File: src/rtl/sha256_chunk_packer.sv
// sha256_chunk_packer
// Packs a stream of W-bit message words (MSB first) into SHA-256 padded
// 512-bit chunks: message bits, a single '1' bit, zeros, and a 64-bit
// big-endian bit length in the last 64 bits of the final chunk.
// Optional feature: `define SHA256_PACKER_NONCE_EN adds a nonce_in port whose
// value (sampled at start) overwrites message bits [NONCE_OFS +: 32].
module sha256_chunk_packer #(
    parameter int W         = 32,
    parameter int LEN_W     = 32,
    parameter int IDX_W     = 16,
    parameter int NONCE_OFS = 608
) (
    input  logic             clock,
    input  logic             reset,
    input  logic             start,
    input  logic [LEN_W-1:0] msg_len_bits,
    input  logic             in_valid,
    output logic             in_ready,
    input  logic [W-1:0]     in_data,
    output logic             chunk_valid,
    input  logic             chunk_ready,
    output logic [511:0]     chunk,
    output logic [IDX_W-1:0] chunk_idx,
    output logic             chunk_last,
    output logic             busy,
    output logic             done
`ifdef SHA256_PACKER_NONCE_EN
    ,
    input  logic [31:0]      nonce_in
`endif
);

    localparam int         WSH         = $clog2(W);
    localparam logic [9:0] W_P         = 10'(W);
    localparam logic [9:0] PTR_FULL    = 10'd512;
    localparam logic [9:0] PTR_LEN_MAX = 10'd447;

    // Elaboration-time guard on the legal configuration space.
    if ((W != 8 && W != 32 && W != 64) || (NONCE_OFS % 32) != 0) begin : g_bad_cfg
        $error("sha256_chunk_packer: W must be 8/32/64 and NONCE_OFS a multiple of 32");
    end

    typedef enum logic [2:0] {
        S_IDLE,
        S_FILL,
        S_PAD,
        S_LEN,
        S_EMIT,
        S_DONE
    } state_t;

    state_t             state_q, state_d;
    logic [511:0]       buf_q;
    logic [9:0]         ptr_q;          // next free message bit within the chunk, 0..512
    logic [LEN_W-1:0]   words_left_q;
    logic [LEN_W-1:0]   len_q;
    logic [IDX_W-1:0]   idx_q;
    logic               last_q;
    logic               len_pend_q;     // an extra length-only chunk follows this one
    logic               pad_carry_q;    // the '1' pad bit did not fit and moves to the length chunk

    logic [LEN_W-1:0]   start_words;
    logic [63:0]        len64;
    logic [W-1:0]       wr_word;
    logic [511:0]       padded;

    assign start_words = msg_len_bits >> WSH;
    assign len64       = 64'(len_q);
    // A ptr of 512 shifts the pad bit completely out, leaving the buffer untouched.
    assign padded      = buf_q | ({1'b1, 511'b0} >> ptr_q);

`ifdef SHA256_PACKER_NONCE_EN
    logic [31:0]      nonce_q;
    logic [LEN_W-1:0] bits_done_q;      // message bit offset of the word being written

    // Replace any bit of the word that lands inside the 32-bit nonce slot.
    function automatic logic [W-1:0] inject_nonce(input logic [W-1:0]     word,
                                                  input logic [LEN_W-1:0] base,
                                                  input logic [31:0]      nonce);
        logic [W-1:0] res;
        longint       pos;
        logic [4:0]   nb;
        res = word;
        for (int i = 0; i < W; i++) begin
            pos = longint'(base) + longint'(W - 1 - i);
            if (pos >= longint'(NONCE_OFS) && pos < longint'(NONCE_OFS) + 64'sd32) begin
                nb     = 5'(64'sd31 - (pos - longint'(NONCE_OFS)));
                res[i] = nonce[nb];
            end
        end
        return res;
    endfunction

    assign wr_word = inject_nonce(in_data, bits_done_q, nonce_q);
`else
    assign wr_word = in_data;
`endif

    assign chunk      = buf_q;
    assign chunk_idx  = idx_q;
    assign chunk_last = last_q;

    // State register.
    always_ff @(posedge clock or posedge reset) begin
        if (reset) state_q <= S_IDLE;
        else       state_q <= state_d;
    end

    // Next-state and handshake/status outputs.
    always_comb begin
        state_d     = state_q;
        in_ready    = 1'b0;
        chunk_valid = 1'b0;
        busy        = 1'b0;
        done        = 1'b0;
        case (state_q)
            S_IDLE: begin
                busy = start;
                if (start) state_d = (start_words == '0) ? S_PAD : S_FILL;
            end
            S_FILL: begin
                busy     = 1'b1;
                in_ready = 1'b1;
                if (in_valid) begin
                    // End of message wins over a full buffer so padding sees the final ptr.
                    if (words_left_q == LEN_W'(1))      state_d = S_PAD;
                    else if (ptr_q + W_P == PTR_FULL)   state_d = S_EMIT;
                end
            end
            S_PAD: begin
                busy    = 1'b1;
                state_d = S_EMIT;
            end
            S_LEN: begin
                busy    = 1'b1;
                state_d = S_EMIT;
            end
            S_EMIT: begin
                busy        = 1'b1;
                chunk_valid = 1'b1;
                if (chunk_ready) begin
                    if (last_q)          state_d = S_DONE;
                    else if (len_pend_q) state_d = S_LEN;
                    else                 state_d = S_FILL;
                end
            end
            S_DONE: begin
                done    = 1'b1;
                state_d = S_IDLE;
            end
            default: state_d = S_IDLE;
        endcase
    end

    // Chunk buffer, pointers and per-message bookkeeping.
    always_ff @(posedge clock or posedge reset) begin
        if (reset) begin
            buf_q        <= '0;
            ptr_q        <= '0;
            words_left_q <= '0;
            len_q        <= '0;
            idx_q        <= '0;
            last_q       <= 1'b0;
            len_pend_q   <= 1'b0;
            pad_carry_q  <= 1'b0;
`ifdef SHA256_PACKER_NONCE_EN
            nonce_q      <= '0;
            bits_done_q  <= '0;
`endif
        end else begin
            case (state_q)
                S_IDLE: begin
                    if (start) begin
                        len_q        <= msg_len_bits;
                        words_left_q <= start_words;
                        ptr_q        <= '0;
                        idx_q        <= '0;
                        last_q       <= 1'b0;
                        len_pend_q   <= 1'b0;
                        pad_carry_q  <= 1'b0;
                        buf_q        <= '0;
`ifdef SHA256_PACKER_NONCE_EN
                        nonce_q      <= nonce_in;
                        bits_done_q  <= '0;
`endif
                    end
                end
                S_FILL: begin
                    if (in_valid) begin
                        // Buffer below ptr is already zero, so OR-ing places the word.
                        buf_q        <= buf_q | ({wr_word, {(512-W){1'b0}}} >> ptr_q);
                        ptr_q        <= ptr_q + W_P;
                        words_left_q <= words_left_q - LEN_W'(1);
`ifdef SHA256_PACKER_NONCE_EN
                        bits_done_q  <= bits_done_q + LEN_W'(W);
`endif
                    end
                end
                S_PAD: begin
                    if (ptr_q <= PTR_LEN_MAX) begin
                        buf_q  <= {padded[511:64], len64};
                        last_q <= 1'b1;
                    end else begin
                        buf_q       <= padded;
                        len_pend_q  <= 1'b1;
                        pad_carry_q <= (ptr_q == PTR_FULL);
                    end
                end
                S_LEN: begin
                    buf_q       <= {pad_carry_q, 447'b0, len64};
                    last_q      <= 1'b1;
                    len_pend_q  <= 1'b0;
                    pad_carry_q <= 1'b0;
                end
                S_EMIT: begin
                    if (chunk_ready) begin
                        buf_q  <= '0;
                        ptr_q  <= '0;
                        idx_q  <= idx_q + IDX_W'(1);
                        last_q <= 1'b0;
                    end
                end
                default: ;
            endcase
        end
    end

endmodule

File: config.mk
export PLATFORM = sky130hd
export DESIGN_NAME = sha256_chunk_packer
export DESIGN_NICKNAME = d
export VERILOG_FILES = /design/src/rtl/sha256_chunk_packer.sv
export SDC_FILE = /design/constraint.sdc
export NUM_CORES = 1
export LEC_CHECK = 0
export ABC_AREA = 1
export BUFFER_PORTS_ARGS = -buffer_cell sky130_fd_sc_hd__buf_2
export CAP_MARGIN = 10
export CORE_ASPECT_RATIO = 1.2
export CORE_MARGIN = 2
export CORE_UTILIZATION = 40
export DETAILED_ROUTE_END_ITERATION = 12
export PLACE_DENSITY_LB_ADDON = 0.25
export SETUP_SLACK_MARGIN = 0.1
export SYNTH_ARGS = -nofsm -noshare
export SYNTH_HDL_FRONTEND = slang
export SYNTH_SLANG_ARGS = --single-unit
export TNS_END_PERCENT = 1
File: constraint.sdc
create_clock -name clock -period 24.2 [get_ports clock]
set_input_delay 4.84 -clock clock [delete_from_list [all_inputs] [get_ports clock]]
set_output_delay 4.84 -clock clock [all_outputs]
set_load 0.1 [all_outputs]
==> metrics <==
status finished clean; GP Congestion 0.919; crit path from start; layout cells sized above 1 between 10% and 20%; CTS Buffer Depth 3; Clock Pin Slew Worst Setup and Hold Paths 60 ps; first-pass GRT wire length about 160,000 µm; clk sinks between 600 and 700; Worst-Margin Slew ~1100 ps; CTS tree done; worst-path fanout max 4; leakage roughly 19 nW; Post-CTS Hold Buffers 0; DRC 0; internal power around 1.9 mW; top cell type's share of synthesized area 54.2%; DIE HEIGHT just under 300 µm; via-per-instance ratio between 5 and 6; Worst path max stage delay 410 ps; setup tns final 0 ps; routed len/inst 22.8 µm; worst path required time 19,360 ps; startpoint types input pin; switching share of total power between 40 and 50%; Tmin final 10,490 ps; CTS buffer count 67; WP buf/inv 4; most common flop cell mapped by yosys dfrtp_1; GRT Total Usage between 20% and 30%; detailed-route via count roughly 26,000; Synth area leaders dfrtp_1 54%, nand2_1 18%, nand4_1 7.3%; Layout Cells excl Fill 4,844; Crit path max-delay family buffers and inverters; Syn Inst Count approximately 3,400; HPWL Detailed 74,900 µm; Pins Over Slew Limit 0; Final period util ~43%; area delta synth->final 19.2%; Reg power frac between 30 and 40%; gr ovfl total 0; Yosys reg bits approximately 600; mapped cell area between 20,000 and 30,000 µm²; Worst Setup Path Type input pin to output pin; pre-CTS setup slack 13,710 ps; Placed Area around 31,000 µm²; Tot Pwr 3.58 mW; Reg-to-Reg Start state_q[0]; CP max stage cell buf_2; NumNets Final about 4,000; EDFF count, synth 0; Unique masters post-synth 37; Util after Layout about half; area of the core a little under 70,000 µm²; iteration-0 DRC count of the detailed router 3,027; Logic pwr share 37.8%; routed wire length about 110,000 µm; root buffer cell clkbuf_16; hold crit path type flop to flop; largest net degree at the start of global routing approximately 240; die area just over 70,000 µm²; RSZ-0062 raised after global routing false; pwr dens 108 nW/µm²; Peak Freq about 0.095 GHz; syn avg cell area between 8 and 9 µm²; sequential-to-total area share from yosys stat 54.2%; hold_sp chunk[227]; Max Cap Violations 0; initial antenna violation count 3; Layout Skew roughly 22 ps; Final Hold Vio Count 0; post-CTS setup buffers 0; WHS 472 ps; Final Setup Violations 0; number of global-route vias before repair roughly 25,000; Port Buffers between 600 and 700; Ys Warns 0; Post-Place Cells around 4,700; Worst-Skew Late Latency ~600 ps; relative slew slack 28.4%; post-route ant nets 0; H-tree depth 3; PostCTS Resize Cnt 0; Die X 245 µm; Critical Path Sink Type output pin; cell accounting for the most synthesized area dfrtp_1; post-synth net total about 3,500; fraction of registers with async set/reset 100%; Site Rows roughly 110; slack of the critical path roughly 14,000 ps; initial core utilization a little over 40%; critical path, cell by cell buf_2, inv_1, nand2_2, nand2_1, inv_1, buf_2; worst vdd ir 0.125 mV; Sw Pwr 1.69 mW; I/O pins around 600; finished layout cell area around 33,000 µm²; CP arrival 5650 ps; clock share of power just under 30%; first-pass detailed-route iteration total 6
layout make-up:
type | instances | area, µm²
Antenna cell | 2 | 5.00
Clock buffer | 92 | 1910
Clock inverter | 26 | 303
Fill cell | 6790 | 35400
Inverter | 173 | 672
Multi-Input combinational cell | 2407 | 10800
Sequential cell | 603 | 15100
Tap cell | 909 | 1140
Timing Repair Buffer | 632 | 3300
cells in the mapped netlist (4+ instances only):
cell type and count:
nand2_1 1322, dfrtp_1 603, nand4_1 323, o21ai_0 252
nand3_1 213, nor2_1 203, inv_1 163, clkbuf_1 152
buf_6 45, buf_2 40, nor3_1 19, a21oi_1 16
buf_1 9, ha_1 8, o22ai_1 8, buf_4 7
clkinv_1 6, o21bai_1 6, xor2_1 6, o21ai_1 5
or2_2 5, inv_2 4
path summary, 6_finish.rpt:
kind / to / slack [ps] / depth (start not counted)
max: busy / 13710 / 6
max in group asynchronous: ptr_q[7] / 17320 / 4
min: chunk[227] / 470 / 2
max reg2reg: chunk[416] / 19600 / 11
min in group asynchronous: chunk[176] / 4380 / 2
min reg2reg: chunk[227] / 470 / 2
state kept, by name, summed over array words and instances (netlist names):
register / flops
chunk_last: 1
len_q: 32
len_pend_q: 1
ptr_q: 5
pad_carry_q: 1
chunk: 512
words_left_q: 32
chunk_idx: 16
state_q: 3
power by group through the flow:
stage	logic (mW)	clock network [mW]	registers [mW]
finish	1.35	1.04	1.18
global route	1.45	1.10	1.20
CTS	1.35	1.06	1.18
detailed placement	1.35	0	1.20
global placement	1.34	0	1.20
floorplan	0.787	0	1.47
worst reg2reg max path, cell delays in order, from the launching register on:
cell and delay (ps):
dfrtp_1 500, nand2_1 140, nor2_4 150, buf_4 520, nand2_1 190, nand2_1 150, nor2_2 150, nand2_8 570
buf_4 950, buf_12 790, nand2_1 320, nand2_1 110
routing by layer:
| metal | vias up | GRT usage [%] | wire length (µm) | share of wire (%) |
|---|---|---|---|---|
| met5 | - | 0 | 30 | 0.027 |
| met4 | 4 | 15.3 | 5950 | 5.4 |
| met3 | 195 | 5.72 | 9060 | 8.2 |
| met2 | 1307 | 45.6 | 49700 | 45 |
| met1 | 12700 | 40.8 | 45600 | 41 |
| li1 | 12200 | - | - | - |
cells in the final DEF (no fill, tap or decap), types with 5 or more instances in the layout:
cell       synthesis  layout
inv_1            163     162
clkinv_2           0      12
clkbuf_8           0      12
nand4_1          323     323
xor2_1             6       6
ha_1               8       8
a21oi_1           16      16
clkbuf_16          0      68
nor3_1            19      19
clkbuf_1         152      12
o21bai_1           6       6
o21ai_0          252     252
nand3_1          213     213
nor2_1           203     200
o22ai_1            8       8
buf_4              7      26
inv_6              0       6
nand2_1         1322    1320
or2_2              5       5
dfrtp_1          603     600
buf_2             40     601
logic make-up (layout without fill, tap and decap cells):
logic type	Yosys count	after routing	share of synthesized area, %
xor gates and xnor gates	6	6	0.189
DFF	603	603	54.2
and+or+nand+nor	2095	2095	32.4
muxes	1	1	0.0360
buffers and inverters	427	923	7.25
AOI/OAI and AO/OA	297	297	5.56
adders and majority gates	8	8	0.360
other	0	2	0
Power figures use the tool's default switching activity.
